**config.mk**
```make
export PLATFORM = sky130hd
export DESIGN_NAME = axi_wr_arbiter
export DESIGN_NICKNAME = d
export VERILOG_FILES = /design/src/rtl/axi_arb_pkg.sv /design/src/rtl/axi_id_killer_fifo.sv /design/src/rtl/axi_wr_arbiter.sv
export SDC_FILE = /design/constraint.sdc
export NUM_CORES = 1
export LEC_CHECK = 0
export ABC_AREA = 1
export CAP_MARGIN = 20
export CORE_AREA = 2 2 166 168
export CTS_BUF_LIST = sky130_fd_sc_hd__clkbuf_16
export DETAILED_ROUTE_END_ITERATION = 12
export DIE_AREA = 0 0 168 170
export DONT_BUFFER_PORTS = 1
export PLACE_DENSITY_LB_ADDON = 0.05
export SETUP_SLACK_MARGIN = 0.3
export SLEW_MARGIN = 20
export SYNTH_ARGS = -nofsm -noshare
export SYNTH_HDL_FRONTEND = slang
export SYNTH_SLANG_ARGS = --single-unit
```
**constraint.sdc**
```tcl
create_clock -name aclk -period 2.6 [get_ports aclk]
set_input_delay 0.52 -clock aclk [delete_from_list [all_inputs] [get_ports aclk]]
set_output_delay 0.52 -clock aclk [all_outputs]
set_load 0.02 [all_outputs]
```
**src/rtl/axi_arb_pkg.sv**
```systemverilog
// Shared definitions for the write-path arbiter.
// Payload width helpers keep the AW/W packing in one place. rr_pick is the
// round-robin search used on the AW channel. It is sized for up to
// RR_MAX_M masters, and the caller zero-extends its request vector.
package axi_arb_pkg;

    // AW sideband: len(8) size(3) burst(2) lock(1) cache(4) prot(3) qos(4) region(4)
    localparam int AW_SIDE_W = 29;
    localparam int RR_MAX_M  = 16;
    localparam int RR_IDX_W  = 4;

    typedef struct packed {
        logic                found;
        logic [RR_IDX_W-1:0] idx;
    } rr_pick_t;

    function automatic int aw_pay_w(input int addr_w);
        return addr_w + AW_SIDE_W;
    endfunction

    function automatic int w_pay_w(input int data_w);
        return data_w + data_w / 8 + 1;
    endfunction

    function automatic int sel_w(input int num_m);
        return (num_m > 1) ? $clog2(num_m) : 1;
    endfunction

    // Search starts at ptr and wraps modulo num_m. The first requester found wins.
    function automatic rr_pick_t rr_pick(input logic [RR_MAX_M-1:0] req,
                                         input logic [RR_IDX_W-1:0] ptr,
                                         input int                  num_m);
        rr_pick_t res;
        int       idx;
        res = '0;
        for (int k = 0; k < RR_MAX_M; k++) begin
            if (k < num_m) begin
                idx = int'(ptr) + k;
                if (idx >= num_m) idx = idx - num_m;
                if (!res.found && req[idx[RR_IDX_W-1:0]]) begin
                    res.found = 1'b1;
                    res.idx   = idx[RR_IDX_W-1:0];
                end
            end
        end
        return res;
    endfunction

endpackage

```
**src/rtl/axi_id_killer_fifo.sv**
```systemverilog
// Small FIFO that carries master indices.
// A push is refused while the FIFO is full, even if a pop happens in the same
// cycle. A pop is ignored while the FIFO is empty.
// Ports: aclk/aresetn, push/push_data, pop, head (current front entry),
//        empty, full.
module axi_id_killer_fifo #(
    parameter int WIDTH = 1,
    parameter int DEPTH = 8
) (
    input  logic             aclk,
    input  logic             aresetn,
    input  logic             push,
    input  logic [WIDTH-1:0] push_data,
    input  logic             pop,
    output logic [WIDTH-1:0] head,
    output logic             empty,
    output logic             full
);
    localparam int PTR_W = (DEPTH > 1) ? $clog2(DEPTH) : 1;
    localparam int CNT_W = $clog2(DEPTH + 1);

    logic [WIDTH-1:0] mem_q [DEPTH];
    logic [PTR_W-1:0] wr_ptr_q, wr_ptr_d, rd_ptr_q, rd_ptr_d;
    logic [CNT_W-1:0] cnt_q, cnt_d;
    logic             push_ok, pop_ok;

    assign full    = (cnt_q == CNT_W'(DEPTH));
    assign empty   = (cnt_q == '0);
    assign push_ok = push & ~full;
    assign pop_ok  = pop & ~empty;
    assign head    = mem_q[rd_ptr_q];

    always_comb begin
        wr_ptr_d = wr_ptr_q;
        rd_ptr_d = rd_ptr_q;
        cnt_d    = cnt_q;
        if (push_ok) wr_ptr_d = (wr_ptr_q == PTR_W'(DEPTH - 1)) ? '0 : wr_ptr_q + 1'b1;
        if (pop_ok)  rd_ptr_d = (rd_ptr_q == PTR_W'(DEPTH - 1)) ? '0 : rd_ptr_q + 1'b1;
        case ({push_ok, pop_ok})
            2'b10:   cnt_d = cnt_q + 1'b1;
            2'b01:   cnt_d = cnt_q - 1'b1;
            default: cnt_d = cnt_q;
        endcase
    end

    always_ff @(posedge aclk or negedge aresetn) begin
        if (!aresetn) begin
            wr_ptr_q <= '0;
            rd_ptr_q <= '0;
            cnt_q    <= '0;
        end else begin
            wr_ptr_q <= wr_ptr_d;
            rd_ptr_q <= rd_ptr_d;
            cnt_q    <= cnt_d;
        end
    end

    // Storage needs no reset: an entry is read only after it has been written.
    always_ff @(posedge aclk) begin
        if (push_ok) mem_q[wr_ptr_q] <= push_data;
    end

endmodule

```
**src/rtl/axi_wr_arbiter.sv**
```systemverilog
// NUM_M-to-1 AXI4 write-path arbiter for an in-order, ID-less write slave.
// AW uses round-robin arbitration. Once a grant has been presented, it is
// locked until the handshake. W bursts and B responses are steered by two
// FIFOs of master indices, which are filled in AW grant order.
// Ports:
//   s_axi_aw*  per-master AW (valid/ready, packed payload)
//   s_axi_w*   per-master W  (valid/ready, packed {data,strb,last})
//   s_axi_b*   per-master B valid/ready, with a broadcast bresp
//   m_axi_*    single downstream AW/W/B port
module axi_wr_arbiter
    import axi_arb_pkg::*;
#(
    parameter  int NUM_M          = 2,
    parameter  int ADDR_WIDTH     = 32,
    parameter  int DATA_WIDTH     = 64,
    parameter  int MAX_W_INFLIGHT = 8,
    parameter  int MAX_B_INFLIGHT = 8,
    localparam int AW_PAY_W       = aw_pay_w(ADDR_WIDTH),
    localparam int W_PAY_W        = w_pay_w(DATA_WIDTH)
) (
    input  logic                      aclk,
    input  logic                      aresetn,
    input  logic [NUM_M-1:0]          s_axi_awvalid,
    output logic [NUM_M-1:0]          s_axi_awready,
    input  logic [NUM_M*AW_PAY_W-1:0] s_axi_awpay,
    input  logic [NUM_M-1:0]          s_axi_wvalid,
    output logic [NUM_M-1:0]          s_axi_wready,
    input  logic [NUM_M*W_PAY_W-1:0]  s_axi_wpay,
    output logic [NUM_M-1:0]          s_axi_bvalid,
    input  logic [NUM_M-1:0]          s_axi_bready,
    output logic [1:0]                s_axi_bresp,
    output logic                      m_axi_awvalid,
    input  logic                      m_axi_awready,
    output logic [AW_PAY_W-1:0]       m_axi_awpay,
    output logic                      m_axi_wvalid,
    input  logic                      m_axi_wready,
    output logic [W_PAY_W-1:0]        m_axi_wpay,
    input  logic                      m_axi_bvalid,
    output logic                      m_axi_bready,
    input  logic [1:0]                m_axi_bresp
);
    localparam int SEL_W = sel_w(NUM_M);

    logic [SEL_W-1:0]    ptr_q, ptr_d, sel_q, sel_d;
    logic                lock_q, lock_d;
    logic [SEL_W-1:0]    rr_sel, aw_sel, w_head, b_head;
    logic [RR_MAX_M-1:0] req_ext;
    rr_pick_t            rr;
    logic                aw_any, aw_en, aw_hs;
    logic                w_empty, w_full, w_pop;
    logic                b_empty, b_full, b_pop;

    // ---------------- AW arbitration ----------------
    always_comb begin
        req_ext              = '0;
        req_ext[NUM_M-1:0]   = s_axi_awvalid;
        rr                   = rr_pick(req_ext, RR_IDX_W'(ptr_q), NUM_M);
        rr_sel               = '0;
        for (int i = 0; i < NUM_M; i++) begin
            if (rr.idx == RR_IDX_W'(i)) rr_sel = SEL_W'(i);
        end
    end

    // A locked grant keeps the same master and payload until the handshake.
    assign aw_sel = lock_q ? sel_q : rr_sel;
    assign aw_any = lock_q | rr.found;
    // aresetn gating keeps AW quiet while held in reset, even if a master still drives valid.
    assign aw_en  = aresetn & ~w_full & ~b_full;
    assign m_axi_awvalid = aw_en & aw_any;
    assign aw_hs  = m_axi_awvalid & m_axi_awready;

    always_comb begin
        s_axi_awready = '0;
        m_axi_awpay   = '0;
        for (int i = 0; i < NUM_M; i++) begin
            if (aw_sel == SEL_W'(i)) begin
                m_axi_awpay      = s_axi_awpay[i*AW_PAY_W +: AW_PAY_W];
                s_axi_awready[i] = aw_en & aw_any & m_axi_awready;
            end
        end
    end

    always_comb begin
        lock_d = lock_q;
        sel_d  = sel_q;
        ptr_d  = ptr_q;
        if (aw_hs) begin
            lock_d = 1'b0;
            ptr_d  = (aw_sel == SEL_W'(NUM_M - 1)) ? '0 : aw_sel + 1'b1;
        end else if (m_axi_awvalid) begin
            lock_d = 1'b1;
            sel_d  = aw_sel;
        end
    end

    always_ff @(posedge aclk or negedge aresetn) begin
        if (!aresetn) begin
            lock_q <= 1'b0;
            sel_q  <= '0;
            ptr_q  <= '0;
        end else begin
            lock_q <= lock_d;
            sel_q  <= sel_d;
            ptr_q  <= ptr_d;
        end
    end

    // ---------------- W routing ----------------
    always_comb begin
        s_axi_wready = '0;
        m_axi_wvalid = 1'b0;
        m_axi_wpay   = '0;
        for (int i = 0; i < NUM_M; i++) begin
            if (!w_empty && w_head == SEL_W'(i)) begin
                m_axi_wvalid    = s_axi_wvalid[i];
                m_axi_wpay      = s_axi_wpay[i*W_PAY_W +: W_PAY_W];
                s_axi_wready[i] = m_axi_wready;
            end
        end
    end

    // wlast (bit 0 of the W payload) alone ends the burst.
    assign w_pop = m_axi_wvalid & m_axi_wready & m_axi_wpay[0];

    // ---------------- B routing ----------------
    always_comb begin
        s_axi_bvalid = '0;
        m_axi_bready = 1'b0;
        for (int i = 0; i < NUM_M; i++) begin
            if (!b_empty && b_head == SEL_W'(i)) begin
                s_axi_bvalid[i] = m_axi_bvalid;
                m_axi_bready    = s_axi_bready[i];
            end
        end
    end

    assign s_axi_bresp = m_axi_bresp;
    assign b_pop       = m_axi_bvalid & m_axi_bready;

    axi_id_killer_fifo #(.WIDTH(SEL_W), .DEPTH(MAX_W_INFLIGHT)) u_w_route (
        .aclk      (aclk),
        .aresetn   (aresetn),
        .push      (aw_hs),
        .push_data (aw_sel),
        .pop       (w_pop),
        .head      (w_head),
        .empty     (w_empty),
        .full      (w_full)
    );

    axi_id_killer_fifo #(.WIDTH(SEL_W), .DEPTH(MAX_B_INFLIGHT)) u_b_route (
        .aclk      (aclk),
        .aresetn   (aresetn),
        .push      (aw_hs),
        .push_data (aw_sel),
        .pop       (b_pop),
        .head      (b_head),
        .empty     (b_empty),
        .full      (b_full)
    );

endmodule

```
## Word-level counts from Yosys, hierarchy flattened

Memory sizes are Yosys's and may differ from the RTL's.
Cells that the tools add are included.

- Register bits: 23
- Bits in latches: 0
- RAM bits: 16
- Memory bits (read-only): 0
- Input port bits: 281
- Output and inout port bits: 145
- Logic and storage cells: 107
- Memories kept: 2

- Add/sub/neg operators: 12
- $mul: 0
- Div/mod/pow operators: 0
- $lt $le $gt $ge: 4
- Eq/ne operators: 11
- Shifts and indexed selects: 0
- Muxes and demuxes: 36
- Bitwise logic cells: 19
- Reduce and logical (&&, ||, !) cells: 14

Memory list:

| memory | depth | bits a word | read ports | clocked after memory_dff | write ports | RTL line | text |
|---|---|---|---|---|---|---|---|
| u_b_route.mem_q | 8 | 1 | 1 | 0 | 1 | axi_id_killer_fifo.sv:22 | `logic [WIDTH-1:0] mem_q [DEPTH];` |
| u_w_route.mem_q | 8 | 1 | 1 | 0 | 1 | axi_id_killer_fifo.sv:22 |  |

Operator list:

| cell | number |
|---|---|
| $mux W73 | 2 |
| $mux W61 | 1 |
| $mux W1 | 21 |
| $pmux W4 S2 | 2 |
| $add A3 B1 Y3 const B | 4 |
| $eq A3 B3 Y1 const B | 4 |
| $mux W3 | 4 |
| $and A1 B1 Y1 | 11 |
| $lt A4 B5 Y1 const B | 2 |
| $mux W5 | 2 |
| $add A4 B1 Y4 const B | 2 |
| $bmux W1 S4 | 2 |
| $eq A4 B4 Y1 const B | 2 |
| $logic_not A4 Y1 | 2 |
| $mux W4 | 2 |
| $sub A4 B1 Y4 const B | 2 |
| $not A1 Y1 | 7 |
| $reduce_bool A2 Y1 | 3 |
| $logic_and A1 B1 Y1 | 5 |
| $eq A2 B1 Y1 const B | 2 |
| $eq A2 B2 Y1 const B | 2 |
| $eq A4 B1 Y1 const B | 1 |
| $logic_not A1 Y1 | 3 |
| $sub A1 B2 Y3 const B | 1 |
| 7 further kinds | 7 |

## Longest topological paths before layout

- Depth after elaboration: 14
- Depth in mapped cells: 16
- Gate-level depth less buffers: 16

## Cells and area by module

From an unflattened synthesis, not the netlist that was laid out.

- Cells, all modules: 733
- Area, all modules: 4112.7 µm²

Modules (own cells, without submodules):

| module | times used | cells an instance | area each (µm²) | seq. area each (µm²) |
|---|---|---|---|---|
| axi_wr_arbiter | 1 | 489 | 2068.2 | 75.1 |
| axi_id_killer_fifo | 2 | 122 | 1022.2 | 490.5 |

## Least setup slack after synthesis

Ideal clock, no wire load.

- Path kind: reg-to-reg
- Start: register u_b_route.cnt_q[0]
- End: register u_b_route.cnt_q[3]
- Setup time: 0.124 ns
- Arrival: 2.275 ns
- Required time: 2.476 ns
- Setup slack: 0.201 ns
- Stages on the path, launching flop included: 17
- Path buffers: 0
- Period minus slack after synthesis: 2.399 ns
- Cell sequence: dfrtp_1 -> inv_2 -> nand2_1 -> nor3_1 -> inv_1 -> nand2_1 -> nand3b_1 -> nand2_2 -> nand2_2 -> inv_2 -> ha_1 -> ha_1 -> a21oi_1 -> nand2_1 -> a21oi_1 -> o21ai_0 -> xnor2_1

- Cells in the longest elaborated chain, start to end: 9
- Elaborated cells on any way between the ends: 21
- Those cells by class: add/sub: 2; eq/ne: 3; mux: 3; bitwise: 8; reduce/logical: 5

RTL lines:

| item | RTL line | text |
|---|---|---|
| from (decl) | axi_id_killer_fifo.sv:24 | `logic [CNT_W-1:0] cnt_q, cnt_d;` |
| from (signal assigned) | axi_id_killer_fifo.sv:54 | `cnt_q <= cnt_d;` |
| $logic_not A4 Y1 (*) | axi_id_killer_fifo.sv:28 | `assign empty = (cnt_q == '0);` |
| $logic_not A1 Y1 (*) | axi_wr_arbiter.sv:130 | `if (!b_empty && b_head == SEL_W'(i)) begin` |
| $logic_and A1 B1 Y1 | axi_wr_arbiter.sv:130 |  |
| $mux W1 | axi_wr_arbiter.sv:130 |  |
| $mux W1 (*) | axi_wr_arbiter.sv:130 |  |
| via m_axi_bready | axi_wr_arbiter.sv:39 | `output logic m_axi_bready,` |
| $and A1 B1 Y1 (*) | axi_wr_arbiter.sv:138 | `assign b_pop = m_axi_bvalid & m_axi_bready;` |
| $and A1 B1 Y1 (*) | axi_id_killer_fifo.sv:30 | `assign pop_ok = pop & ~empty;` |
| via u_b_route.pop_ok | axi_id_killer_fifo.sv:25 | `logic push_ok, pop_ok;` |
| $eq A2 B1 Y1 / $eq A2 B2 Y1 (equally long branches) | axi_id_killer_fifo.sv:39 | `case ({push_ok, pop_ok})` |
| $pmux W4 S2 / $reduce_bool A2 Y1 (equally long branches) | -- |  |

The timed path passes the listed nets; every way through them passes the cells marked *.
A chain may end at the register's enable or synchronous reset.

## Final worst setup path

- Start: register u_w_route.rd_ptr_q[0]
- End: output m_axi_wpay[67]

- Cells in the longest elaborated chain, start to end: 5
- Elaborated cells on any way between the ends: 6
- Those cells by class: mux: 2; bitwise: 1; reduce/logical: 2; memory: 1

RTL lines:

| item | RTL line | text |
|---|---|---|
| from (decl) | axi_id_killer_fifo.sv:23 | `logic [PTR_W-1:0] wr_ptr_q, wr_ptr_d, rd_ptr_q, rd_ptr_d;` |
| from (signal assigned) | axi_id_killer_fifo.sv:53 | `rd_ptr_q <= rd_ptr_d;` |
| $mem_v2 Z8 W1 (*) | -- |  |
| $not A1 Y1 | axi_wr_arbiter.sv:114 | `if (!w_empty && w_head == SEL_W'(i)) begin` |
| $logic_and A1 B1 Y1 | axi_wr_arbiter.sv:114 |  |
| $mux W73 | axi_wr_arbiter.sv:114 |  |
| $mux W73 (*) | axi_wr_arbiter.sv:114 |  |
| to (decl) | axi_wr_arbiter.sv:37 | `output logic [W_PAY_W-1:0] m_axi_wpay,` |

Mark *: on every way between the ends. The rest lies on a longest branch, timed or not.

==> flow_results.xml <==
<?xml version="1.0" encoding="UTF-8"?>
<metrics>
  <group name="power">
    <metric name="ir_drop" unit="V">0.0004297</metric>
    <metric name="power.share.switching" unit="%">53.69</metric>
    <metric name="power_frac_clock" unit="%">5.6</metric>
    <metric name="power.total" unit="mW">12.68</metric>
    <metric name="internal-power" unit="mW">5.874</metric>
    <metric name="total_power_divided_by_cell_area" unit="mW/mm^2">1820</metric>
    <metric name="static-leakage-power" unit="nW">3.404</metric>
    <metric name="seq_power_share" unit="%">8.5</metric>
    <metric name="combPwrFrac" unit="%">85.9</metric>
    <metric name="total_switching_power" unit="mW">6.809</metric>
  </group>
  <group name="clock_network">
    <metric name="cts_max_path_buffers" unit="">2</metric>
    <metric name="clock_insertion_delay_worst_skew" unit="ns">0.28</metric>
    <metric name="cts_buffers" unit="">5</metric>
    <metric name="root_buffer" unit="">clkbuf_16</metric>
    <metric name="h-tree-depth" unit="">2</metric>
    <metric name="clkSlewWorstSetupHoldPaths" unit="ns">0.06</metric>
    <metric name="cts_tree" unit="">yes</metric>
    <metric name="clock_sinks" unit="">39</metric>
  </group>
  <group name="sta">
    <metric name="fin_tns_setup" unit="ns">0</metric>
    <metric name="max_slew_margin" unit="%">67.30</metric>
    <metric name="report.final.slew_viol_count" unit="">0</metric>
    <metric name="final-hold-violation-count" unit="">0</metric>
    <metric name="unrepaired_setup_endpoints_after_global_routing" unit="">yes</metric>
    <metric name="fin_skew" unit="ns">0.006446</metric>
    <metric name="clock.fmax" unit="GHz">0.4107</metric>
    <metric name="worstMarginPinSlew" unit="ns">0.4920</metric>
    <metric name="layout_worst_path_cycle_share" unit="%">93.65</metric>
    <metric name="worst_hold_slack" unit="ns">0.05240</metric>
    <metric name="finalWorstPathRequiredPeriod" unit="ns">2.435</metric>
    <metric name="setup_viols_final" unit="">0</metric>
  </group>
  <group name="cells_and_area">
    <metric name="final-instance-count-excl-fill" unit="">1130</metric>
    <metric name="final_layout_size_suffix_gt1_share" unit="%">42.31</metric>
    <metric name="fin_area" unit="sq mm">0.006968</metric>
    <metric name="nNetsFinal" unit="">1083</metric>
    <metric name="synthToLayoutAreaGrowth" unit="%">42.39</metric>
  </group>
  <group name="floorplan">
    <metric name="ioPinCount" unit="">426</metric>
    <metric name="chipWidth" unit="microns">168</metric>
    <metric name="vertical_extent_of_the_die" unit="microns">170</metric>
    <metric name="dieArea" unit="sq mm">0.02856</metric>
    <metric name="core_region_area" unit="sq mm">0.02665</metric>
    <metric name="initial_utilization" unit="%">18.36</metric>
    <metric name="rows" unit="">60</metric>
  </group>
  <group name="yosys">
    <metric name="synth_edf_count" unit="">16</metric>
    <metric name="synth_top_area_cell" unit="">nand2_1</metric>
    <metric name="synth-async-reset-ratio" unit="%">58.97</metric>
    <metric name="ys_seq_area_share" unit="%">21.58</metric>
    <metric name="synth.distinct_cells" unit="">35</metric>
    <metric name="ys_seq_elements" unit="">39</metric>
    <metric name="synth_cells" unit="">688</metric>
    <metric name="yosys_most_used_dff" unit="">dfrtp_1</metric>
    <metric name="synthesis.area" unit="sq mm">0.004893</metric>
    <metric name="commonest_cells_post_synth" unit="">235 x nand2_1, 103 x inv_1, 76 x nand3_2</metric>
    <metric name="syn-mean-instance-area" unit="sq um">7.113</metric>
    <metric name="ys_top_cells_by_area" unit="">nand2_1 18%, nand3_2 16%, o21ai_2 12%</metric>
    <metric name="synth_top_area_share" unit="%">18.03</metric>
    <metric name="synthesis.nets" unit="">985</metric>
    <metric name="ys_warn_count" unit="">0</metric>
    <metric name="synthMostInstantiatedCell" unit="">nand2_1</metric>
  </group>
  <group name="place">
    <metric name="dp_hpwl" unit="mm">16.24</metric>
    <metric name="postPlaceCellArea" unit="sq mm">0.005819</metric>
    <metric name="portBuffers" unit="">0</metric>
    <metric name="placed_cells" unit="">1086</metric>
    <metric name="finalWeightedCongestion" unit="">0.8442</metric>
  </group>
  <group name="route">
    <metric name="drt_pass1_iterations" unit="">4</metric>
    <metric name="via_per_inst" unit="">4.442</metric>
    <metric name="detailroute.via_count" unit="">5020</metric>
    <metric name="drt.antenna.violating_nets" unit="">0</metric>
    <metric name="wl_per_instance" unit="microns">19.51</metric>
    <metric name="drt_iter0_drc" unit="">197</metric>
    <metric name="finalWirelength" unit="mm">22.05</metric>
    <metric name="detail_route.drc_violations" unit="">0</metric>
  </group>
  <group name="global_route">
    <metric name="grt_remaining_overflow" unit="">0</metric>
    <metric name="grtUsageMet1" unit="%">13.43</metric>
    <metric name="antenna_violations_before_repair" unit="">2</metric>
    <metric name="grtUsageMet2" unit="%">25.78</metric>
    <metric name="total_grt_usage" unit="%">13.08</metric>
    <metric name="first_pass_grt_wire_length" unit="mm">28.30</metric>
    <metric name="use_met3" unit="%">3.186</metric>
    <metric name="grt_pass1_vias" unit="">4727</metric>
    <metric name="grt_busiest_layer" unit="">met2</metric>
    <metric name="grt_max_degree" unit="">66</metric>
  </group>
  <group name="flow_run">
    <metric name="cap_viol_max_count" unit="">0</metric>
  </group>
  <group name="critical_path">
    <metric name="reg2reg_start" unit="">u_w_route.rd_ptr_q[0]$_DFFE_PN0P_</metric>
    <metric name="worst_r2r_endpoint" unit="">u_w_route.cnt_q[3]$_DFFE_PN0P_</metric>
    <metric name="worst_ep_arrival_time" unit="ns">1.91</metric>
    <metric name="setup.worst_path.class" unit="">reg2out</metric>
    <metric name="critPathMaxFanout" unit="">6</metric>
    <metric name="r2r.worst_path.cells" unit="">16</metric>
    <metric name="r2r_setup_slack" unit="ns">0.31</metric>
    <metric name="startpoint_type" unit="">register</metric>
    <metric name="cp_data_required_time" unit="ns">2.08</metric>
    <metric name="element_type_at_the_critical_path_end" unit="">output port</metric>
  </group>
  <group name="run_status">
    <metric name="outcome" unit="">completed</metric>
  </group>
  <group name="hold_path">
    <metric name="worstHoldPathType" unit="">in2async</metric>
  </group>
</metrics>
==> registers in the layout (all words and copies together) (netlist names), 3 cells and up <==
name,flops
u_b_route.cnt_q,4
u_b_route.mem_q,8
u_b_route.rd_ptr_q,3
u_b_route.wr_ptr_q,3
u_w_route.cnt_q,4
u_w_route.mem_q,8
u_w_route.rd_ptr_q,3
u_w_route.wr_ptr_q,3
==> layout by cell type (no fill, tap or decap), drive strengths merged <==
master / count
dfrtp: 23
clkbuf: 14
o31ai: 2
nor2: 36
fa: 2
nand4: 5
o21ai: 90
nand2: 243
edfxtp: 16
nand3: 88
inv: 110
ha: 14
xor2: 3
a21oi: 7
diode: 2
clkinv: 3
o211ai: 3
buf: 121
nor3: 2
xnor2: 3
nand3b: 1
bufinv: 1
==> critical path, stage by stage, from the launching register on <==
cell and delay (ns):
dfrtp_1 0.43, inv_2 0.12, nand2_2 0.06, nand3_2 0.08, nand3_4 0.13, nand2_8 0.13, buf_12 0.13, buf_12 0.14
buf_16 0.14, nand3_2 0.07, o21ai_2 0.07, buf_6 0.14
==> kinds of logic (layout without fill, tap and decap cells) <==
group / count (synthesis) / count (layout) / share of synthesized area [%]
buffers and inverters: 150 / 249 / 15.65
DFF: 39 / 39 / 21.58
adders and majority gates: 16 / 16 / 4.398
xor gates and xnor gates: 6 / 6 / 1.074
AOI/OAI and AO/OA: 102 / 102 / 16.18
and+or+nand+nor: 375 / 375 / 41.12
other: 0 / 2 / 0
==> area by class of cell <==
cell class              instances  area [sq um]
multi-input cells             499          3321
well taps                     341         426.7
flip-flops and latches         39          1059
inverters                     111         424.2
repair buffers                130          1564
fillers                      2941         19680
diodes                          2         5.005
clock buffers                   5         125.1
clock inverters                 3         43.79
==> power groups by stage <==
stage | clock network, mW | registers (mW) | logic (mW)
final | 0.710 | 1.08 | 10.9
after global routing | 0.772 | 1.11 | 11.6
after CTS | 0.742 | 1.07 | 9.55
after detailed placement | 0 | 1.08 | 8.44
after global placement | 0 | 1.08 | 8.42
after floorplan | 0 | 1.05 | 6.14
==> through the flow <==
stage	setup WS, ns	util (%)
final	0.1651	26.15
after global routing	0.04365	26.15
after floorplan	0.2569	-
after global placement	0.1606	21.84
after detailed placement	0.1816	21.84
after CTS	0.2054	23.94
==> per-layer routing <==
layer / vias up / wire (microns)
li1: 2375 / -
met1: 2330 / 7562
met2: 289 / 12430
met3: 26 / 1576
met4: 0 / 481
met5: - / 0
==> how the worst max path moves through the flow <==
stage | start | end | slack (ns) | depth (start not counted)
2_1_floorplan | s_axi_awvalid[1] | u_w_route.cnt_q[3]$_DFFE_PN0P_ | 0.26 | 13
3_3_place_gp | u_w_route.rd_ptr_q[0]$_DFFE_PN0P_ | u_w_route.cnt_q[3]$_DFFE_PN0P_ | 0.16 | 16
3_5_place_dp | u_b_route.cnt_q[0]$_DFFE_PN0P_ | u_b_route.cnt_q[3]$_DFFE_PN0P_ | 0.18 | 16
4_1_cts | u_w_route.rd_ptr_q[1]$_DFFE_PN0P_ | m_axi_wpay[37] | 0.21 | 7
5_1_grt | u_w_route.rd_ptr_q[0]$_DFFE_PN0P_ | m_axi_wpay[67] | 0.04 | 11
6_report | u_w_route.rd_ptr_q[0]$_DFFE_PN0P_ | m_axi_wpay[67] | 0.17 | 11
==> what timing repair did <==
item,in CTS,in global routing
hold buffers,1,0
endpoints found under the setup margin,139,85
hold endpoints to repair,23,0
cloned,6,10
resized for setup,40,60
pin swaps,3,16
setup buffers,7,10
(Power assumes the default switching activity.)
